--- config.mk ---
export PLATFORM = sky130hd
export DESIGN_NAME = audio_clkgen
export DESIGN_NICKNAME = d
export VERILOG_FILES = /design/src/rtl/audio_clkgen.sv
export SDC_FILE = /design/constraint.sdc
export NUM_CORES = 1
export LEC_CHECK = 0
export BUFFER_PORTS_ARGS = -buffer_cell sky130_fd_sc_hd__buf_2
export CAP_MARGIN = 20
export CORE_ASPECT_RATIO = 0.9
export CORE_UTILIZATION = 56
export CTS_BUF_LIST = sky130_fd_sc_hd__clkbuf_4 sky130_fd_sc_hd__clkbuf_8
export CTS_CLUSTER_DIAMETER = 100
export DETAILED_ROUTE_END_ITERATION = 16
export HOLD_SLACK_MARGIN = 0.02
export PLACE_DENSITY = 0.76
export SLEW_MARGIN = 20
export SYNTH_ARGS = -nofsm -noshare
export SYNTH_HDL_FRONTEND = slang
export SYNTH_SLANG_ARGS = --single-unit
--- constraint.sdc ---
create_clock -name clk_256fs -period 2.31 [get_ports clk_256fs]
set_input_delay 0.1155 -clock clk_256fs [delete_from_list [all_inputs] [get_ports clk_256fs]]
set_output_delay 0.1155 -clock clk_256fs [all_outputs]
set_load 0.005 [all_outputs]
--- src/rtl/audio_clkgen.sv ---
// -----------------------------------------------------------------------------
// audio_clkgen
//
// Derives codec-facing audio timing from the 256fs system clock and sequences
// codec power-up. After reset, or after enable has been low, the block holds
// the codec in reset for CODEC_RST_CYCLES cycles. It then runs the clocks for
// SETTLE_FRAMES full frames before it declares the audio path ready.
//
// Ports:
//   clk_256fs      in   system clock, 256x sample rate
//   rst_n          in   asynchronous active-low reset
//   enable         in   soft enable; low restarts the power-up sequence
//   codec_rst_n    out  active-low codec reset
//   bclk           out  bit clock, 64fs, 50% duty
//   lrck           out  word clock, fs, low = left half-frame
//                       (TDM frame-sync when AUDIO_CLKGEN_TDM_EN is defined)
//   sample_strobe  out  one-cycle pulse per frame while running
//   ready          out  high once the audio path is running
//   frame_cnt[15:0] out frames elapsed while running, wraps
//   slot[1:0]      out  TDM slot index (only with AUDIO_CLKGEN_TDM_EN)
//
// Optional build macro: AUDIO_CLKGEN_TDM_EN
//   When defined, lrck is a one-bclk frame-sync pulse at the start of each
//   frame and the slot port is added. When undefined, lrck is a 50% fs clock.
// -----------------------------------------------------------------------------
module audio_clkgen #(
  parameter int unsigned CODEC_RST_CYCLES = 1024,
  parameter int unsigned SETTLE_FRAMES    = 16
) (
  input  logic        clk_256fs,
  input  logic        rst_n,
  input  logic        enable,
  output logic        codec_rst_n,
  output logic        bclk,
  output logic        lrck,
  output logic        sample_strobe,
  output logic        ready,
  output logic [15:0] frame_cnt
`ifdef AUDIO_CLKGEN_TDM_EN
  ,
  output logic [1:0]  slot
`endif
);

  localparam logic [15:0] HOLD_LAST   = 16'(CODEC_RST_CYCLES - 1);
  localparam logic [7:0]  SETTLE_LAST = 8'(SETTLE_FRAMES - 1);

  typedef enum logic [1:0] {
    ST_HOLD   = 2'd0,
    ST_SETTLE = 2'd1,
    ST_RUN    = 2'd2
  } state_t;

  state_t      state, state_nx;
  logic [7:0]  phase, phase_nx;
  logic [15:0] hold_cnt, hold_cnt_nx;
  logic [7:0]  settle_cnt, settle_cnt_nx;
  logic [15:0] frame_cnt_nx;
  logic        frame_end;
  logic        running_nx;
  logic        codec_rst_n_nx, bclk_nx, lrck_nx, strobe_nx, ready_nx;
`ifdef AUDIO_CLKGEN_TDM_EN
  logic [1:0]  slot_nx;
`endif

  assign frame_end = (phase == 8'hFF);

  // Next-state logic. Every output is computed from the next state and next
  // phase so the registered outputs line up with the phase counter edge.
  always_comb begin
    state_nx      = state;
    phase_nx      = 8'd0;
    hold_cnt_nx   = 16'd0;
    settle_cnt_nx = settle_cnt;
    frame_cnt_nx  = 16'd0;

    unique case (state)
      ST_HOLD: begin
        settle_cnt_nx = 8'd0;
        if (enable) begin
          if (hold_cnt == HOLD_LAST) begin
            state_nx = ST_SETTLE;
          end else begin
            hold_cnt_nx = hold_cnt + 16'd1;
          end
        end
      end

      ST_SETTLE: begin
        if (!enable) begin
          state_nx      = ST_HOLD;
          settle_cnt_nx = 8'd0;
        end else begin
          phase_nx = phase + 8'd1;
          if (frame_end) begin
            if (settle_cnt == SETTLE_LAST) begin
              state_nx      = ST_RUN;
              settle_cnt_nx = 8'd0;
            end else begin
              settle_cnt_nx = settle_cnt + 8'd1;
            end
          end
        end
      end

      ST_RUN: begin
        if (!enable) begin
          // Abandon the frame; the count clears and no increment happens even
          // if this is the last cycle of a frame.
          state_nx = ST_HOLD;
        end else begin
          phase_nx     = phase + 8'd1;
          frame_cnt_nx = frame_cnt + 16'(frame_end);
        end
      end

      default: begin
        state_nx      = ST_HOLD;
        settle_cnt_nx = 8'd0;
      end
    endcase

    running_nx     = (state_nx != ST_HOLD);
    codec_rst_n_nx = running_nx;
    bclk_nx        = running_nx && phase_nx[1];
`ifdef AUDIO_CLKGEN_TDM_EN
    lrck_nx        = running_nx && (phase_nx < 8'd4);
    slot_nx        = running_nx ? phase_nx[7:6] : 2'b00;
`else
    lrck_nx        = running_nx && phase_nx[7];
`endif
    ready_nx       = (state_nx == ST_RUN);
    strobe_nx      = ready_nx && (phase_nx == 8'hFF);
  end

  // State, counters and registered outputs
  always_ff @(posedge clk_256fs or negedge rst_n) begin
    if (!rst_n) begin
      state         <= ST_HOLD;
      phase         <= 8'd0;
      hold_cnt      <= 16'd0;
      settle_cnt    <= 8'd0;
      codec_rst_n   <= 1'b0;
      bclk          <= 1'b0;
      lrck          <= 1'b0;
      sample_strobe <= 1'b0;
      ready         <= 1'b0;
      frame_cnt     <= 16'd0;
`ifdef AUDIO_CLKGEN_TDM_EN
      slot          <= 2'b00;
`endif
    end else begin
      state         <= state_nx;
      phase         <= phase_nx;
      hold_cnt      <= hold_cnt_nx;
      settle_cnt    <= settle_cnt_nx;
      codec_rst_n   <= codec_rst_n_nx;
      bclk          <= bclk_nx;
      lrck          <= lrck_nx;
      sample_strobe <= strobe_nx;
      ready         <= ready_nx;
      frame_cnt     <= frame_cnt_nx;
`ifdef AUDIO_CLKGEN_TDM_EN
      slot          <= slot_nx;
`endif
    end
  end

endmodule

==> results of run 1 <==
[how the worst min path moves through the flow]
stage               startpoint      endpoint  slack (ns)
floorplan                rst_n          bclk       -0.18
global placement         rst_n  frame_cnt[6]        0.08
detailed placement       rst_n  frame_cnt[6]        0.09
CTS                     enable  frame_cnt[1]        0.16
global route            enable  frame_cnt[1]        0.18
finish                  enable  frame_cnt[1]        0.17
[cell families after synthesis]
logic type | synth area share
DFF | 0.516
xor gates and xnor gates | 0.0985
AOI/OAI and AO/OA | 0.0755
and+or+nand+nor | 0.244
adders and majority gates | 0.0422
buffers and inverters | 0.0239
[per-stage QoR]
stage	std cells	instance area, sq um	utilization	hold WS (ns)
floorplan	273	2670	-	-0.180
global placement	357	2880	0.637	0.0769
detailed placement	357	2880	0.637	0.0870
CTS	365	2990	0.662	0.159
global route	365	3000	0.665	0.176
finish	365	3000	0.665	0.171
[report_power, final]
group / internal, uW / switching (uW)
combinational: 9.95 / 29.9
sequential: 966 / 4.76
clock: 317 / 292
[final cells by class]
class                      instances  area [sq um]
inverter                           9          33.8
fill                             381          1520
multi-input combinational        202          1240
timing repair buffer              30           170
tap                               62          77.6
clock inverter                     2          37.5
sequential                        55          1380
clock buffer                       5          68.8
[sequential cells by signal (all words and copies together) (netlist names)]
name,flops
sample_strobe,1
settle_cnt,8
lrck,1
frame_cnt,16
phase,8
bclk,1
hold_cnt,16
state,2
codec_rst_n,1
ready,1
[Yosys cell counts, drive strengths merged (3+ instances only)]
master	count
xnor2	9
and4	3
dfrtp	55
nor3	3
nand2	20
nor4	3
and2	4
clkbuf	6
and3	9
xor2	21
o21ai	15
inv	9
nand4	9
a21oi	6
nand3	21
ha	9
or3	5
nor2	44
o31ai	4
[routing by layer]
layer,vias up,wire length [um],global-route usage
li1,1002,-,-
met1,959,2480,0.308
met2,32,2200,0.338
met3,7,132,0.0448
met4,0,63,0.0708
met5,-,0,0
[layout by cell type, fill, tap and decap left out, drive strengths merged, types with 6 or more instances in the layout]
| cell type | count |
|---|---|
| dfrtp | 55 |
| xnor2 | 9 |
| o21ai | 15 |
| buf | 29 |
| a21oi | 6 |
| ha | 9 |
| nand4 | 9 |
| nand2 | 20 |
| inv | 9 |
| xor2 | 21 |
| nor2 | 44 |
| and3 | 9 |
| nand3 | 21 |
[critical path: stages, from the launching register on]
cell and delay (ns):
dfrtp_1 0.41, ha_1 0.24, or4b_1 0.47, or4_4 0.54, a21o_1 0.20, o21ai_2 0.11, a21oi_1 0.11
[timing repair]
item	4_1_cts	5_1_grt
hold buffers	1	0
endpoints found under the hold margin	17	0
endpoints found under the setup margin	0	3
gates resized for setup	0	3
==> impl_metrics.ini, run 1 <==
[worst_setup_path]
worstSetupPathType = reg -> reg
worst_ep_arrival_time_ns = 2.39
r2r_cells = 6
endpoint = bclk
required_ns = 2.50
cp-end-kind = flip-flop
reg2reg_from = hold_cnt[0]
cp-start-kind = flip-flop
r2r_setup_slack_ns = 0.11
crit_start = hold_cnt[0]
worstReg2RegEnd = bclk
critical_path.max_fanout = 6

[global_route]
grt_pass1_vias = 1814
antenna_found_initial = 0
grt_pass1_wl_mm = 8.25
gr-total-overflow = 0
grt_max_degree = 25
grt_use_total = 0.218

[place]
pre_cts_ws_ns = 0.123
dp.final_hpwl_mm = 3.45
gp_congestion = 0.757
io_buffers = 23

[layout]
syn_to_final_growth_pct = 12.5
fin_nets = 315
drive_gt1_frac = 0.145
diodes = 0

[synth]
async_flop_share = 1.00
synth_seq_area_share = 0.516
yosys-top-cells-area = dfrtp_1, xor2_1, nor2_1
ys_warn_count = 0
syn-cell-area_sq_um = 2670
synth_fp_nets = 285
synth_edf_count = 0
synth_area_per_cell_sq_um = 9.78
synth_flop_cell = dfrtp_1
yosysUniqueCellTypes = 36
ys_seq_elements = 55
syn_inst = 273
yosysTopAreaCell = dfrtp_1
synth_top_area_share = 0.516

[sta]
maxSlewHeadroom = 0.704
post-route-min-period_ns = 2.20
finClkSkew_ns = 0.00613
setup-tns-final_ns = 0
clock.fmax_mhz = 455
setup_ws_ns = 0.110
tightest_slew_ns = 0.444
slew_viol_final = 0
period_share = 0.952
finalHoldViolCount = 0
setup_viol = 0
rsz0062_at_grt = false

[route]
dr.first_iter.drc_count = 124
first_pass_iters = 4
totalWireLength_mm = 4.88
drcViolationCount = 0
detail_route.vias_per_cell = 5.48
ant_nets = 0
wl_per_cell_um = 13.4
routed-via-count = 2000

[clock_network]
numCtsBuffers = 5
cts_tree = yes
htreeDepth = 2
clk_pin_slew_ns = 0.09
cts-root-buf = clkbuf_8
cts_setup_buffers = 0
clockBufferDepth = 2
numClockSinks = 55
clock_latency_ns = 0.30

[die]
fp.dieW_um = 74.8
num_rows = 23
core_sq_um = 4520
dieArea_sq_um = 5050
initial_utilization = 0.591
pin_count = 24
dieHeight_um = 67.5

[power_and_ir_drop]
finalPower_uw = 1620
power_density_nw_per_um2 = 539
ir_drop_mv = 0.362
leakage_uw = 0.00140

[worst_hold_path]
hp-class = in -> reg
min_path_cells = 2

[run]
drv_cap = 0

[run_status]
outcome = finished clean
Power figures use the tool's default switching activity.
==> run 2, diff against run 1 <==
CORE_UTILIZATION = 38   (was 56)
GPL_TIMING_DRIVEN = 0   (was unset)
PLACE_DENSITY = unset   (was 0.76)
==> run 2 against run 1 <==
  * Critical path depth stayed put
  * Design area rose by 4.0%
  * Final cell count increased by 9.0%
  * Worst setup slack lost 0.020 ns
  * Die area grew 46%
  * Global-route usage is 6.6 points lower
  * Register-to-register slack got worse by 0.02 ns
  * Largest cell class unchanged
==> impl_metrics.ini, run 2 (synthesis results as in run 1) <==
[sta]
setup_viol = 0
finClkSkew_ns = 0.00548
clock.fmax_mhz = 451
slew_viol_final = 0
period_share = 0.961
rsz0062_at_grt = false
finalHoldViolCount = 0
maxSlewHeadroom = 0.539
tightest_slew_ns = 0.692
post-route-min-period_ns = 2.22

[clock_network]
clk_pin_slew_ns = 0.09
cts_tree = yes
htreeDepth = 2
numCtsBuffers = 5
cts-root-buf = clkbuf_8
numClockSinks = 55
clockBufferDepth = 2
clock_latency_ns = 0.31

[place]
io_buffers = 23
dp_cells = 386
gp_congestion = 0.792
dp.final_hpwl_mm = 3.40

[worst_setup_path]
crit_chain = ha_2 > or4b_1 > or4_4 > a21o_1 > o21ai_4 > a21boi_1
max_stage_delay_ns = 0.54
path_delay_family = simple AND/OR/NAND/NOR gates
r2r_cells = 6
cp-start-kind = flip-flop
required_ns = 2.50
slowest_stage = or4_4
worstSetupPathType = reg -> reg
path_buf_inv = 0
worst_ep_arrival_time_ns = 2.41
critical_path.max_fanout = 6
worst-path-stages = 6
r2r_setup_slack_ns = 0.09
cp-end-kind = flip-flop

[power_and_ir_drop]
power_density_nw_per_um2 = 567
finalPower_uw = 1770
ir_drop_mv = 0.361
leakage_uw = 0.00142

[route]
detail_route.vias_per_cell = 5.07
wl_per_cell_um = 12.8
first_pass_iters = 4
totalWireLength_mm = 5.09
routed-via-count = 2019
ant_nets = 0
drcViolationCount = 0
dr.first_iter.drc_count = 100

[layout]
largestRegisters = frame_cnt (16), hold_cnt (16)
layoutNonFillerInstCount = 398
final_cell_mix = dfrtp_1, nor2_1, buf_2, xor2_1, nand3_1
syn_to_final_growth_pct = 17.0
final_common_cell = dfrtp_1
fillers = 641
fin_nets = 319
drive_gt1_frac = 0.162
diodes = 0

[worst_hold_path]
hp-class = in -> reg
min_path_cells = 4

[die]
core_sq_um = 6690
fp.dieW_um = 90.3
dieArea_sq_um = 7360
initial_utilization = 0.399
dieHeight_um = 81.5
pin_count = 24
num_rows = 28

[global_route]
grt_pass1_wl_mm = 8.91
antenna_found_initial = 0
grt_pass1_vias = 1919
grt_max_degree = 56
grt_use_total = 0.152
gr-total-overflow = 0

[run]
drv_cap = 0

[run_status]
outcome = finished clean
-- run 2: timing repair --
| action | 4_1_cts | 5_1_grt |
|---|---|---|
| hold buffers | 1 | 0 |
| pin swaps | 0 | 1 |
| endpoints found under the hold margin | 55 | 0 |
| resized for setup | 2 | 9 |
| setup endpoints to repair | 8 | 15 |
| buffers inserted | 0 | 4 |
| cloned | 0 | 0 |
-- run 2: per-layer routing --
| layer | share of wire | track usage |
|---|---|---|
| met4 | 0.012 | 0.0435 |
| met5 | 0 | 0 |
| met1 | 0.50 | 0.209 |
| met3 | 0.032 | 0.0324 |
| met2 | 0.46 | 0.245 |
-- run 2: worst register-to-register path, cell delays in order (launching register included) --
cell and delay [ns]:
dfrtp_1 0.42, ha_2 0.23, or4b_1 0.46, or4_4 0.54, a21o_1 0.23, o21ai_4 0.11
a21boi_1 0.11
-- run 2: per-stage QoR --
stage / hold slack [ns] / TNS, ns / instance area (sq um) / setup slack [ns] / util
final: 0.275 / 0 / 3120 / 0.0907 / 0.467
after global routing: 0.321 / 0 / 3120 / 0.0104 / 0.467
after CTS: 0.272 / 0 / 3060 / 0.0144 / 0.457
after detailed placement: 0.214 / -0.171 / 2900 / -0.0505 / 0.433
after global placement: 0.450 / -0.199 / 2900 / -0.0443 / 0.433
after floorplan: -0.180 / 0 / 2670 / 0.242 / -
-- run 2: area by class of cell --
| class | count | area [sq um] | area share |
|---|---|---|---|
| timing repair buffer | 28 | 158 | 0.0505 |
| inverter | 9 | 33.8 | 0.0108 |
| clock buffer | 6 | 76.3 | 0.0244 |
| buffer | 6 | 26.3 | 0.00841 |
| clock inverter | 2 | 60.1 | 0.0192 |
| tap | 90 | 113 | 0.0361 |
| sequential | 55 | 1380 | 0.441 |
| multi-input combinational | 202 | 1280 | 0.409 |
-- run 2: worst paths after layout --
path / from / to
worst max-delay path: hold_cnt[0] / lrck
worst min register to register: phase[0] / phase[0]
worst min-delay path: enable / settle_cnt[2]
min in group asynchronous: rst_n / frame_cnt[10]
max in group asynchronous: rst_n / phase[0]
worst max register to register: hold_cnt[0] / lrck
-- run 2: report_power, final --
group          leakage [uW]  internal, uW  switching, uW
Clock             0.0000688           445            313
Combinational      0.000590          11.3           29.9
Sequential         0.000765           966           5.07
Total               0.00142          1420            348
==> run 3, diff against run 2 <==
RECOVER_POWER = 50   (was unset)
==> run 3 against run 2 <==
  * Clock skew increased by 0.00056 ns
  * Final cell count is the same
  * Clock power about the same
  * Sequential power about the same
  * Die area unchanged
  * Global-route usage unchanged
  * Worst setup slack got worse by 0.00086 ns
==> impl_metrics.ini, run 3 (synthesis results as in run 1) <==
[run_status]
outcome = finished clean

[power_and_ir_drop]
p_comb_frac = 0.023
leakage_uw = 0.00140
power_density_nw_per_um2 = 568
ir_drop_mv = 0.358
clockPowerShare = 0.428
seqPwrFrac = 0.550
p_sw_frac = 0.195
switching_power_uw = 346
p_int_uw = 1420

[clock_network]
htreeDepth = 2
clock_latency_ns = 0.31
numCtsBuffers = 5
cts_tree = yes
cts-root-buf = clkbuf_8
numClockSinks = 55
clk_pin_slew_ns = 0.09
clockBufferDepth = 2

[worst_hold_path]
hp-start = enable
min_path_cells = 4
hp-class = in -> reg
holdPathEnd = settle_cnt[2]

[layout]
utilization = 0.465
syn_to_final_growth_pct = 16.7
diodes = 0
drive_gt1_frac = 0.146
largestRegisters = frame_cnt (16), hold_cnt (16)
fin_nets = 319
final_common_cell = dfrtp_1
final_cell_mix = dfrtp_1, nor2_1, xor2_1, nand3_1, nand2_1

[sta]
finClkSkew_ns = 0.00604
post-route-min-period_ns = 2.22
rsz0062_at_grt = false
setup_viol = 0
tightest_slew_ns = 1.35
clock.fmax_mhz = 450
period_share = 0.961
maxSlewHeadroom = 0.102
finalHoldViolCount = 0
slew_viol_final = 0
setup_ws_ns = 0.0899

[route]
drcViolationCount = 0
wl_per_cell_um = 12.8
first_pass_iters = 4
totalWireLength_mm = 5.10
detail_route.vias_per_cell = 5.07
dr.first_iter.drc_count = 100
routed-via-count = 2018
ant_nets = 0

[die]
num_rows = 28
fp.dieW_um = 90.3
dieArea_sq_um = 7360
initial_utilization = 0.399
pin_count = 24
dieHeight_um = 81.5
core_sq_um = 6690

[place]
gp_congestion = 0.792
io_buffers = 23
pre_cts_ws_ns = -0.0505
dp.final_hpwl_mm = 3.40

[global_route]
gr-total-overflow = 0
grt_pass1_wl_mm = 8.91
grt_use_total = 0.152
grt_pass1_vias = 1919
grt_max_degree = 56
antenna_found_initial = 0

[worst_setup_path]
worstReg2RegEnd = lrck
crit_start = hold_cnt[0]
critical_path.max_fanout = 6
required_ns = 2.50
cp-end-kind = flip-flop
reg2reg_from = hold_cnt[0]
worst_ep_arrival_time_ns = 2.41
worstSetupPathType = reg -> reg
r2r_cells = 6
cp-start-kind = flip-flop
r2r_setup_slack_ns = 0.09

[run]
drv_cap = 0
==> run 3: through the flow <==
step / hold slack, ns / area (sq um) / power (uW) / cells / setup TNS (ns)
finish: 0.276 / 3110 / 1770 / 398 / 0
global route: 0.321 / 3110 / 1830 / 398 / 0
CTS: 0.272 / 3060 / 1790 / 395 / 0
detailed placement: 0.214 / 2900 / 1030 / 386 / -0.171
global placement: 0.450 / 2900 / 1030 / 386 / -0.199
floorplan: -0.180 / 2670 / 1000 / 273 / 0
==> run 3: layout make-up <==
cell class              instances  area (sq um)
fillers                       641          3580
flip-flops and latches         55          1380
multi-input cells             202          1280
repair buffers                 28           149
well taps                      90           113
clock buffers                   6          76.3
clock inverters                 2          60.1
inverters                       9          33.8
plain buffers                   6          26.3
==> run 3: worst max-delay path, stage by stage (launching register included) <==
cell and delay, ns:
dfrtp_1 0.42, ha_2 0.23, or4b_1 0.46, or4_4 0.54, a21o_1 0.23, o21ai_4 0.11
a21boi_1 0.11
==> run 3: worst max path at each step <==
| stage | endpoint | slack (ns) |
|---|---|---|
| CTS | frame_cnt[15] | 0.01 |
| global route | lrck | 0.01 |
| detailed placement | settle_cnt[4] | -0.05 |
| global placement | settle_cnt[4] | -0.04 |
| finish | lrck | 0.09 |
| floorplan | bclk | 0.24 |
==> run 3: metal layers <==
layer / GRT usage / routed length, um / share of wire / vias up
met5: 0 / 0 / 0 / -
met4: 0.0435 / 59 / 0.012 / 0
met3: 0.0324 / 181 / 0.036 / 8
met2: 0.245 / 2310 / 0.45 / 31
met1: 0.209 / 2550 / 0.50 / 966
li1: - / - / - / 1013
==> run 3: what timing repair did <==
item,CTS,global route
pin swaps,0,1
hold buffers,1,0
resized for setup,2,9
setup buffers,0,4
hold endpoints to repair,55,0
endpoints found under the setup margin,8,15
==> run 3: power groups by stage <==
stage          combinational (uW)  clock, uW  sequential (uW)
6_report                     40.6        756              971
5_1_grt                      48.3        813              972
4_1_cts                      41.7        780              971
3_5_place_dp                 40.2          0              990
3_3_place_gp                 40.1          0              990
2_1_floorplan                14.8          0              990
